### src/rtl/audio_cond_pkg.sv
// Shared constants, pipeline payload types and a saturation helper for the audio conditioning stages.
package audio_cond_pkg;

   localparam int unsigned UNITY_GAIN = 128;
   localparam int unsigned GAIN_W     = 8;
   localparam int unsigned ACC_W      = 20;
   localparam int unsigned PCM_W      = 16;

   // Gain is Q1.7, so products carry 7 fractional bits to drop.
   localparam int unsigned GAIN_FRAC  = 7;
   localparam int unsigned PROD_W     = ACC_W + GAIN_W + 1;
   localparam int unsigned SCALED_W   = PROD_W - GAIN_FRAC;

   // Stage-1 payload: filtered (or bypassed) sample.
   typedef struct packed {
      logic             vld;
      logic [ACC_W-1:0] smp;
   } stage1_t;

   // Stage-2 payload: gain-scaled sample before output saturation.
   typedef struct packed {
      logic                vld;
      logic [SCALED_W-1:0] smp;
   } stage2_t;

   // Clamp a signed value to the range of an n-bit signed number.
   function automatic logic signed [31:0] sat(input logic signed [31:0] v, input int unsigned n);
      logic signed [31:0] hi;
      logic signed [31:0] lo;
      hi = $signed((32'd1 << (n - 1)) - 32'd1);
      lo = -hi - 32'sd1;
      if (v > hi) begin
         return hi;
      end else if (v < lo) begin
         return lo;
      end
      return v;
   endfunction

endpackage

### src/rtl/sample_tick_gen.sv
// Fractional phase accumulator producing a one-cycle tick at SAMPLE_HZ from a CLK_HZ clock.
module sample_tick_gen #(
   parameter int unsigned CLK_HZ    = 50_000_000,
   parameter int unsigned SAMPLE_HZ = 48_000
) (
   input  logic clk,
   input  logic reset,
   output logic tick
);

   localparam int unsigned ACC_BITS = $clog2(CLK_HZ) + 1;
   localparam int unsigned SUM_BITS = ACC_BITS + 1;
   localparam logic [SUM_BITS-1:0] STEP = SUM_BITS'(SAMPLE_HZ);
   localparam logic [SUM_BITS-1:0] WRAP = SUM_BITS'(CLK_HZ);

   logic [ACC_BITS-1:0] acc;
   logic [SUM_BITS-1:0] sum;

   // Candidate phase one step ahead, one bit wider so the wrap test cannot overflow.
   always_comb begin
      sum = SUM_BITS'(acc) + STEP;
   end

   // Advance the phase; wrap and fire the tick when a full clock period has accumulated.
   always_ff @(posedge clk) begin
      if (reset) begin
         acc  <= '0;
         tick <= 1'b0;
      end else if (sum >= WRAP) begin
         acc  <= ACC_BITS'(sum - WRAP);
         tick <= 1'b1;
      end else begin
         acc  <= ACC_BITS'(sum);
         tick <= 1'b0;
      end
   end

endmodule

### src/rtl/pcm_output_conditioner.sv
// Decimates the PCM stream to the sample grid, removes DC, applies a click-free ramped gain and saturates.
module pcm_output_conditioner
   import audio_cond_pkg::*;
#(
   parameter int unsigned CLK_HZ    = 50_000_000,
   parameter int unsigned SAMPLE_HZ = 48_000,
   parameter int unsigned DC_SHIFT  = 10
) (
   input  logic                    clk,
   input  logic                    reset,
   input  logic signed [PCM_W-1:0] pcm_in,
   input  logic [3:0]              volume,
   input  logic                    mute,
   input  logic                    dc_bypass,
   output logic signed [PCM_W-1:0] audio_out,
   output logic                    audio_valid,
   output logic                    gain_settled
);

   localparam int unsigned WIDE_W = ACC_W + 1;

   logic                     tick;
   logic [GAIN_W-1:0]        tg;
   logic [GAIN_W-1:0]        g;
   logic [GAIN_W-1:0]        g_next;
   logic signed [ACC_W-1:0]  x_prev;
   logic signed [ACC_W-1:0]  y;
   logic signed [WIDE_W-1:0] y_sum;
   logic signed [ACC_W-1:0]  y_new;
   logic signed [ACC_W-1:0]  s1_next;
   logic signed [PROD_W-1:0] prod;
   stage1_t                  s1;
   stage2_t                  s2;

   sample_tick_gen #(
      .CLK_HZ   (CLK_HZ),
      .SAMPLE_HZ(SAMPLE_HZ)
   ) u_tick (
      .clk  (clk),
      .reset(reset),
      .tick (tick)
   );

   // Target gain from the user controls; mute overrides, top step maps to exact unity.
   always_comb begin
      tg = '0;
      if (mute) begin
         tg = '0;
      end else if (volume == 4'd15) begin
         tg = GAIN_W'(UNITY_GAIN);
      end else begin
         tg = GAIN_W'({volume, 3'b000});
      end
   end

   assign gain_settled = (g == tg);

   // Single-step move of the current gain toward the target.
   always_comb begin
      g_next = g;
      if (g < tg) begin
         g_next = g + GAIN_W'(1);
      end else if (g > tg) begin
         g_next = g - GAIN_W'(1);
      end
   end

   // One-pole DC blocker evaluated one bit wide, then clamped back to the state width.
   always_comb begin
      y_sum   = WIDE_W'(pcm_in) - WIDE_W'(x_prev) + WIDE_W'(y) - (WIDE_W'(y) >>> DC_SHIFT);
      y_new   = ACC_W'(sat(32'(y_sum), ACC_W));
      s1_next = dc_bypass ? ACC_W'(pcm_in) : y_new;
   end

   // Stage 1: on a tick capture the sample, update filter state and step the gain ramp.
   always_ff @(posedge clk) begin
      if (reset) begin
         x_prev <= '0;
         y      <= '0;
         g      <= '0;
         s1     <= '0;
      end else if (tick) begin
         x_prev <= ACC_W'(pcm_in);
         y      <= y_new;
         g      <= g_next;
         s1.vld <= 1'b1;
         s1.smp <= s1_next;
      end else begin
         s1.vld <= 1'b0;
      end
   end

   // Signed sample times unsigned Q1.7 gain, with the gain zero-extended to stay positive.
   always_comb begin
      prod = PROD_W'($signed(s1.smp)) * PROD_W'($signed({1'b0, g}));
   end

   // Stage 2: register the gain-scaled sample.
   always_ff @(posedge clk) begin
      if (reset) begin
         s2 <= '0;
      end else begin
         s2.vld <= s1.vld;
         s2.smp <= SCALED_W'(prod >>> GAIN_FRAC);
      end
   end

   // Stage 3: saturate to the output width, hold between strobes and pulse valid.
   always_ff @(posedge clk) begin
      if (reset) begin
         audio_out   <= '0;
         audio_valid <= 1'b0;
      end else begin
         audio_valid <= s2.vld;
         if (s2.vld) begin
            audio_out <= PCM_W'(sat(32'($signed(s2.smp)), PCM_W));
         end
      end
   end

endmodule

### config.mk
export PLATFORM = sky130hd
export DESIGN_NAME = pcm_output_conditioner
export DESIGN_NICKNAME = d
export VERILOG_FILES = /design/src/rtl/audio_cond_pkg.sv /design/src/rtl/sample_tick_gen.sv /design/src/rtl/pcm_output_conditioner.sv
export SDC_FILE = /design/constraint.sdc
export NUM_CORES = 1
export LEC_CHECK = 0
export ABC_AREA = 1
export BUFFER_PORTS_ARGS = -buffer_cell sky130_fd_sc_hd__buf_2
export CORE_MARGIN = 2
export CORE_UTILIZATION = 60
export DETAILED_ROUTE_END_ITERATION = 7
export PLACE_DENSITY = 0.77
export SYNTH_ARGS = -nofsm -noshare
export SYNTH_HDL_FRONTEND = slang
export SYNTH_SLANG_ARGS = --single-unit
### constraint.sdc
create_clock -name clk -period 7.6 [get_ports clk]
set_input_delay 1.52 -clock clk [delete_from_list [all_inputs] [get_ports clk]]
set_output_delay 1.52 -clock clk [all_outputs]
set_load 0.02 [all_outputs]
### Yosys cells after proc, flatten, opt, wreduce, memory -nomap -nowiden

Index checks and enable logic that the tools add are counted.
W data, S select, Z words.

* bits of input ports: 24
* output and inout port bits: 18
* logic and storage cells: 50
* register bits after elaboration: 133

* reduce and logical (&&, ||, !) cells: 2
* add/subtract/negate cells: 7
* mux-type cells: 20
* magnitude comparators: 7
* equality and inequality tests: 2
* $mul: 1

Operators with widths (count)
* $mux W20: 4
* $mux W16: 3
* $mux W8: 4
* $mul A20 B9 Y29: 1
* $add A27 B16 Y28 const B: 1
* $ge A28 B26 Y1 const B: 1
* $mux W27: 1
* $sub A27 B26 Y27 const B: 1
* $gt A22 B16 Y1 const B: 1
* $lt A22 B16 Y1 const B: 1
* $add A17 B20 Y21: 1
* $gt A21 B20 Y1 const B: 1
* $lt A21 B20 Y1 const B: 1
* $sub A21 B10 Y21: 1
* $sub A16 B16 Y17: 1
* $add A8 B1 Y8 const B: 1
* $eq A8 B8 Y1: 1
* $gt A8 B8 Y1: 1
* $lt A8 B8 Y1: 1
* $mux W1: 8
* $sub A8 B1 Y8 const B: 1
* $eq A4 B4 Y1 const B: 1
* $reduce_and A2 Y1: 1
* $reduce_bool A2 Y1: 1

### Depth between registers and ports, before layout

Gate-level depths: netlist (run 1).

* depth in word-level cells: 8
* depth in mapped cells: 22
* mapped depth without buffers: 21

### Hierarchy

Synthesis (run 1) repeated with hierarchy kept, for this count alone.

* cell total of the unflattened synthesis: 2115
* area, all modules: 14789.2 µm²

Modules (own cells, without submodules)
* pcm_output_conditioner: area an instance 12451.9 µm², instances 1, sequential area each 2102.0 µm², cells each 1731
* sample_tick_gen: area an instance 2337.2 µm², instances 1, sequential area each 420.4 µm², cells each 384

### Worst setup path before layout (run 1)

No wires, ideal clock.

* path type: register to register
* from: register g[0]
* to: register s2[12] in the netlist's numbering
* cell stages (with the launch flop): 21
* path buffers: 2
* path slack: 3046 ps
* arrival: 4423 ps
* cells stage by stage: dfxtp_1 clkbuf_1 clkbuf_1 nand2_1 fa_1 inv_1 fa_1 inv_1 fa_1 inv_1 fa_1 ha_1 nand2_1 nor2_1 inv_1 o21ai_0 o21bai_1 nand2_1 nand2_1 nand2_1 nor3b_1

* cells in the longest elaborated chain, start to end: 1

RTL lines
* start: declaration: line pcm_output_conditioner.sv:24 `logic [GAIN_W-1:0] g;`
* start signal: assignment: line pcm_output_conditioner.sv:85 `g <= g_next;`
* $mul A20 B9 Y29: line pcm_output_conditioner.sv:95 `prod = PROD_W'($signed(s1.smp)) * PROD_W'($signed({1'b0, g}));`
* end: declaration: line pcm_output_conditioner.sv:33 `stage2_t s2;`

Every way passes these cells.
A chain may end at the register's enable or synchronous reset.

### Final worst setup path (run 1)

* from: register g[2]
* to: register s2[12] in the netlist's numbering

The elaborated chain is that of the path after synthesis.

==> impl_metrics.py, run 1 <==
metrics = {
    "min_path": {
        "min_to": "audio_out[4]",
        "worstHoldStart": "s2[4]",
        "hp-class": "reg2reg",
        "holdPathStages": 2,
    },
    "place": {
        "dp_hpwl_mm": 26.6,
        "port_buffers": 41,
        "gp_congestion": 0.919,
    },
    "clock_network": {
        "tritoncts": "built",
        "clkSlewWorstSetupHoldPaths_ns": 0.07,
        "root_buffer": "clkbuf_16",
        "post-cts-setup-buffer-count": 0,
        "hold_buffers": 0,
        "cts_resized": 0,
        "h-tree-depth": 4,
        "insertion_delay_ns": 0.44,
        "cts_max_path_buffers": 2,
        "cts_buffers": 17,
        "clock-sinks": 126,
    },
    "floorplan": {
        "die_h_um": 158,
        "start_util_pct": 60.8,
        "rows": 56,
        "io_pins": 42,
        "die_area_um2": 25000,
        "die_w_um": 158,
        "core_area_um2": 23400,
    },
    "logic_synthesis": {
        "async_reset_ff_share_pct": 0,
        "ys_seq_area_share_pct": 17.7,
        "synth_edf_count": 0,
        "netlist_area_um2": 14200,
        "syn-instance-count": 2030,
        "yosysWarnings": 0,
        "synth_cell_types": 44,
        "synth_nets": 2310,
        "synth_top_area_share_pct": 23.2,
        "synthFlopType": "dfxtp_1",
        "synth_area_leader_cell": "fa_1",
        "syn_area_per_cell_um2": 7.01,
        "synth_seq_cells": 126,
        "synthTopCellsByArea": "fa_1 23%, dfxtp_1 18%, nand2_1 12%, inv_1 12%, ha_1 8.0%",
    },
    "power_and_ir_drop": {
        "ir_drop_mv": 0.133,
        "power.total_mw": 1.89,
        "p_leak_nw": 8.38,
        "power_density_nw_per_um2": 125,
    },
    "final_layout": {
        "fillerInstances": 2105,
        "n_antenna_cell": 0,
        "seqCellArea_um2": 2520,
        "final_cell_mix": "473 x nand2_1, 460 x inv_1, 168 x a21oi_1",
        "multi_input_area_um2": 9630,
        "final_common_cell": "nand2_1",
        "drive_above_1_share_pct": 5.75,
        "finalNetCount": 2303,
        "area_delta_synth_final_pct": 6.73,
    },
    "drt": {
        "finalWirelength_mm": 34.2,
        "drtIter0Drc": 1029,
        "vias_per_cell": 5.37,
        "drtAntennaViolNets": 0,
        "vias": 12649,
        "drtPass1Iterations": 7,
        "drt-wirelength-per-cell_um": 14.5,
        "route.detailed.drc": 0,
    },
    "sta": {
        "setup_tns_ns": 0,
        "maxSlewViolCount": 0,
        "tightest_slew_ns": 1.15,
        "fmax_mhz": 195,
        "layout_min_cycle_time_ns": 5.14,
        "slew_headroom_pct": 23.3,
        "final_hold_viol_count": 0,
        "setup_viol": 0,
        "fin_skew_ns": 0.0259,
        "period_share_pct": 67.6,
        "rsz0062_at_grt": "no",
    },
    "setup_path": {
        "crit_chain": "nand2_1 -> fa_1 -> inv_1 -> fa_1 -> inv_1 -> fa_1 -> inv_1 -> fa_1 -> ha_1 -> nand2_1 -> nor2_1 -> inv_1 -> o21ai_0 -> o21bai_1 -> nand2_1 -> nand2_1 -> nand2_1 -> nor3b_1",
        "reg2reg_depth": 18,
        "arrival_ns": 5.41,
        "crit_family": "adder cells",
        "slowest_delay_ns": 0.94,
        "r2r_setup_slack_ns": 2.46,
        "worstPathMaxFanout": 23,
        "cp_data_required_time_ns": 7.87,
        "startpoint_type": "flip-flop",
        "cpMostUsedCell": "nand2_1",
        "rr_endpoint": "s2[12]",
        "crit_buf_inv": 4,
        "criticalPathCategory": "reg2reg",
        "cp-end-kind": "flip-flop",
        "r2r_start": "g[2]",
        "crit_path_top_delay_cell": "dfxtp_1",
    },
    "global_routing": {
        "grt_pass1_wl_mm": 58.0,
        "grt.overflow.total": 0,
        "track_usage_pct": 29.2,
        "grt_pass1_vias": 12335,
        "antenna_found_initial": 0,
        "grt_max_degree": 68,
    },
    "run_status": {
        "status": "finished clean",
    },
    "flow_run": {
        "maxCapViolCount": 0,
    },
}
-- how the worst max path moves through the flow --
| stage | end | slack, ns | cells past startpoint | startpoint |
|---|---|---|---|---|
| final | s2[12] | 2.46 | 18 | g[2] |
| after global routing | s2[20] | 2.07 | 17 | g[1] |
| after CTS | s2[20] | 2.54 | 17 | g[1] |
| after detailed placement | s2[12] | 2.58 | 18 | g[2] |
| after global placement | s2[20] | 2.62 | 17 | g[1] |
| after floorplan | s2[12] | 3.05 | 20 | g[0] |
-- report_power, final --
part	leakage (nW)	total (mW)	switching [mW]	internal [mW]
Clock	0.292	0.847	0.353	0.494
Combinational	7.07	0.360	0.247	0.113
Sequential	1.02	0.686	0.0149	0.671
Total	8.38	1.89	0.615	1.28
-- flip-flops by register name, summed over array words and instances, names as in the netlist --
signal       count
audio_out       16
audio_valid      1
u_tick.acc      20
y               20
x_prev          16
s1              21
g                8
s2              23
u_tick.tick      1
-- per-layer routing --
| metal | wire [um] | global-route usage (%) | vias to the layer above |
|---|---|---|---|
| met4 | 907 | 9.52 | 0 |
| met3 | 2040 | 3.81 | 70 |
| li1 | - | - | 6221 |
| met1 | 14800 | 37.9 | 5954 |
| met2 | 16500 | 50.6 | 404 |
| met5 | 0 | 0 | - |
-- worst reg2reg max path, delay by kind of cell (launching register included) --
family / cells / cell delay [ns]
adder cells (fa/ha/maj): 5 / 2.39
flip-flops: 1 / 0.94
AO/OA/AOI/OAI: 2 / 0.49
buffers and inverters: 4 / 0.26
AND/OR/NAND/NOR: 7 / 0.92
-- cells in the mapped netlist (4+ instances only) --
library cell,n
nand2_1,473
inv_1,461
a21oi_1,168
fa_1,165
dfxtp_1,126
nand3_1,117
nor2_1,107
ha_1,91
o21ai_0,82
clkbuf_1,66
nand4_1,27
xor2_1,17
o211ai_1,15
xnor2_1,15
nand2_2,13
a21o_1,10
nor3_1,9
inv_2,7
o21a_1,7
o21bai_1,5
buf_2,4
nor2_2,4
nor4_1,4
-- through the flow --
step	instances	hold WS, ns	utilization [%]	cell area (um^2)	setup WS [ns]
after CTS	2355	0.435	64.9	15200	2.54
after detailed placement	2323	0.438	62.3	14600	2.58
after global routing	2355	0.446	64.9	15200	2.07
after floorplan	2030	0.388	-	14200	3.05
after global placement	2323	0.434	62.3	14600	2.62
final	2355	0.422	64.9	15200	2.46
-- layout make-up --
| type | instances | share of cell area [%] |
|---|---|---|
| multi-input combinational | 1359 | 63.4 |
| sequential | 126 | 16.6 |
| inverter | 469 | 11.6 |
| clock buffer | 17 | 2.80 |
| tap | 319 | 2.63 |
| timing repair buffer | 50 | 1.80 |
| clock inverter | 15 | 1.13 |
-- cells by family after synthesis --
group | after synthesis | synth area share, %
and+or+nand+nor | 767 | 22.8
buffers and inverters | 545 | 14.6
AOI/OAI and AO/OA | 304 | 11.7
adders and majority gates | 256 | 31.2
DFF | 126 | 17.7
xor gates and xnor gates | 32 | 1.97
Power figures use the tool's default switching activity.
==> run 2: changes to the inputs <==
ABC_AREA = 0   (was 1)
CORE_UTILIZATION = 59   (was 60)
PLACE_DENSITY = 0.79   (was 0.77)
clock period = 4.18 ns   (was 7.6 ns; I/O delays follow)
==> run 2 against run 1 <==
First-iteration DRC count grew 5.0%. Critical path type unchanged. Critical path depth grew 2. Synthesized cell count fell by 23%. The flow now finishes with violations (negative setup slack). Highest routed layer unchanged.
==> impl_metrics.py, run 2 <==
metrics = {
    "sta": {
        "slew_headroom_pct": 33.2,
        "setup_viol": 37,
        "layout_min_cycle_time_ns": 4.75,
        "rsz0062_at_grt": "yes",
        "tightest_slew_ns": 0.996,
        "fin_skew_ns": 0.0130,
        "fin_ws_ns": -0.573,
        "final_hold_viol_count": 0,
        "maxSlewViolCount": 0,
        "fmax_mhz": 210,
        "period_share_pct": 114,
    },
    "logic_synthesis": {
        "synthTopCellsByArea": "fa_1 25%, dfxtp_1 19%, ha_1 8.5%, inv_1 7.2%, and2_1 5.1%",
        "yosysWarnings": 0,
        "synthTopCellsByCount": "255 x inv_1, 165 x fa_1, 131 x nor2_1",
        "yosysMostFrequentCell": "inv_1",
        "syn-instance-count": 1563,
        "async_reset_ff_share_pct": 0,
        "netlist_area_um2": 13400,
        "synth_top_area_share_pct": 24.7,
        "synth_area_leader_cell": "fa_1",
        "synthFlopType": "dfxtp_1",
        "synth_edf_count": 0,
        "synth_seq_cells": 126,
        "synth_nets": 1843,
        "synth_cell_types": 74,
        "ys_seq_area_share_pct": 18.9,
        "syn_area_per_cell_um2": 8.56,
    },
    "setup_path": {
        "rr_endpoint": "s2[18]",
        "worstPathMaxFanout": 6,
        "setup.worst_path.end": "s2[18]",
        "reg2reg_depth": 20,
        "cp_data_required_time_ns": 4.48,
        "crit_path_top_delay_cell": "fa_1",
        "cpMostUsedCell": "fa_1",
        "slowest_delay_ns": 0.51,
        "r2r_setup_slack_ns": -0.57,
        "r2r_start": "g[0]",
        "crit_chain": "clkbuf_16 -> nand2_1 -> fa_1 -> inv_1 -> fa_1 -> inv_1 -> fa_1 -> inv_1 -> fa_1 -> ha_4 -> and3_4 -> buf_4 -> nand4_1 -> o211a_4 -> buf_6 -> o21bai_4 -> a41oi_2 -> a21oi_2 -> xnor2_1 -> nor2_1",
        "startpoint": "g[0]",
        "startpoint_type": "flip-flop",
        "criticalPathCategory": "reg2reg",
        "arrival_ns": 5.05,
        "cp-end-kind": "flip-flop",
    },
    "place": {
        "placed_cell_area_um2": 15400,
        "port_buffers": 41,
        "dp_hpwl_mm": 25.6,
        "placedCellCount": 2028,
        "gp_congestion": 0.898,
    },
    "drt": {
        "drt-wirelength-per-cell_um": 18.8,
        "drtIter0Drc": 1080,
        "drtPass1Iterations": 6,
        "vias": 12341,
        "route.detailed.drc": 0,
        "vias_per_cell": 5.88,
        "drtAntennaViolNets": 0,
        "finalWirelength_mm": 39.4,
    },
    "global_routing": {
        "grt_max_degree": 78,
        "track_usage_pct": 30.4,
        "grt_pass1_vias": 12367,
        "grt_pass1_wl_mm": 58.7,
        "antenna_found_initial": 0,
        "grt.overflow.total": 0,
    },
    "floorplan": {
        "core_area_um2": 22400,
        "die_h_um": 155,
        "io_pins": 42,
        "rows": 55,
        "start_util_pct": 59.6,
        "die_w_um": 155,
        "die_area_um2": 23900,
    },
    "power_and_ir_drop": {
        "power_density_nw_per_um2": 230,
        "ir_drop_mv": 0.231,
        "p_leak_nw": 8.04,
    },
    "min_path": {
        "holdPathStages": 2,
        "hp-class": "reg2reg",
    },
    "clock_network": {
        "clkSlewWorstSetupHoldPaths_ns": 0.06,
        "cts_max_path_buffers": 2,
        "root_buffer": "clkbuf_16",
        "cts_buffers": 17,
        "insertion_delay_ns": 0.44,
        "h-tree-depth": 4,
        "clock-sinks": 126,
        "tritoncts": "built",
    },
    "final_layout": {
        "drive_above_1_share_pct": 27.1,
        "fin_area_um2": 17000,
        "finalNetCount": 2080,
        "finalNonFillerCells": 2098,
        "multi_input_area_um2": 10400,
        "area_delta_synth_final_pct": 27.1,
        "final_common_cell": "inv_1",
        "final_cell_mix": "241 x inv_1, 219 x buf_4, 154 x fa_1",
        "n_antenna_cell": 0,
        "seqCellArea_um2": 2590,
        "reg_top3": "s2 x23, s1 x21",
        "top_register": "s2",
        "fillerInstances": 1399,
        "largest_register_ffs": 23,
    },
    "run_status": {
        "violations": "negative setup slack",
        "status": "finished with violations",
    },
    "flow_run": {
        "maxCapViolCount": 0,
    },
}
[run 2: cell count changes in the layout (fill, tap and decap cells not counted), sizes merged, moves of 27 or more]
cell / change
nor3: +31
a211oi: +27
and2: +108
o21ai: -34
xnor2: +28
mux2i: +28
buf: +231
nand2: -387
inv: -217
a21oi: -88
nand3: -93
[run 2: how the worst min path moves through the flow]
stage / start / to / slack (ns)
floorplan: s1[20] / s2[22] / 0.41
global placement: y[10] / y[10] / 0.45
detailed placement: y[10] / y[10] / 0.46
CTS: audio_out[0] / audio_out[0] / 0.48
global route: s1[20] / s2[22] / 0.49
finish: audio_out[0] / audio_out[0] / 0.47
[run 2: kinds of logic (layout without fill, tap and decap cells)]
| group | after synthesis | after routing | share of synthesized area (%) |
|---|---|---|---|
| flops | 126 | 126 | 18.9 |
| xor+xnor | 62 | 62 | 4.06 |
| simple gates | 495 | 495 | 18.8 |
| mux | 32 | 32 | 2.43 |
| compound gates | 267 | 267 | 13.2 |
| buf+inv | 319 | 569 | 9.07 |
| fa+ha+maj | 262 | 262 | 33.7 |
[run 2: layer usage]
layer	part of all wire (%)	vias to the layer above	routed length, um	global-route usage [%]
li1	-	5547	-	-
met1	37	6007	14600	37.2
met2	51	601	20200	54.7
met3	6.9	186	2700	4.34
met4	4.9	0	1940	11.2
met5	0	-	0	0
[run 2: layout make-up]
type                    instances  share of cell area (%)
flip-flops and latches        126                    15.2
clock buffers                  18                    2.53
clock inverters                14                   0.788
well taps                     285                    2.10
repair buffers                282                    12.6
multi-input cells            1118                    61.1
inverters                     255                    5.63
[run 2: report_power, final]
group	internal [mW]	leakage (nW)	switching (mW)
Combinational	0.501	6.74	0.625
Clock	0.828	0.266	0.645
Sequential	1.23	1.04	0.0876
[run 2: worst max-delay path, delay by kind of cell (launching register included)]
family	cells	cell delay [ns]
AOI/OAI and AO/OA	4	0.75
xor gates and xnor gates	1	0.14
adders and majority gates	5	2.26
buffers and inverters	6	0.55
DFF	1	0.41
and+or+nand+nor	4	0.49
[run 2: per-stage QoR]
step	power (mW)	hold WS (ns)	utilization [%]	TNS (ns)	worst slack, ns
5_1_grt	4.07	0.488	75.8	-12.76	-0.770
4_1_cts	3.77	0.475	72.9	-5.46	-0.524
3_3_place_gp	2.27	0.451	68.7	-15.93	-0.594
6_report	3.92	0.473	75.8	-7.52	-0.573
3_5_place_dp	2.29	0.462	68.7	-23.39	-0.745
2_1_floorplan	1.99	0.414	-	-2.02	-0.346
[run 2: timing repair]
| action | in CTS | in global routing |
|---|---|---|
| hold buffers | 0 | 0 |
| endpoints found under the setup margin | 58 | 58 |
| setup buffers | 15 | 22 |
| resized for setup | 82 | 117 |
| pin swaps | 48 | 74 |
| cloned | 0 | 2 |
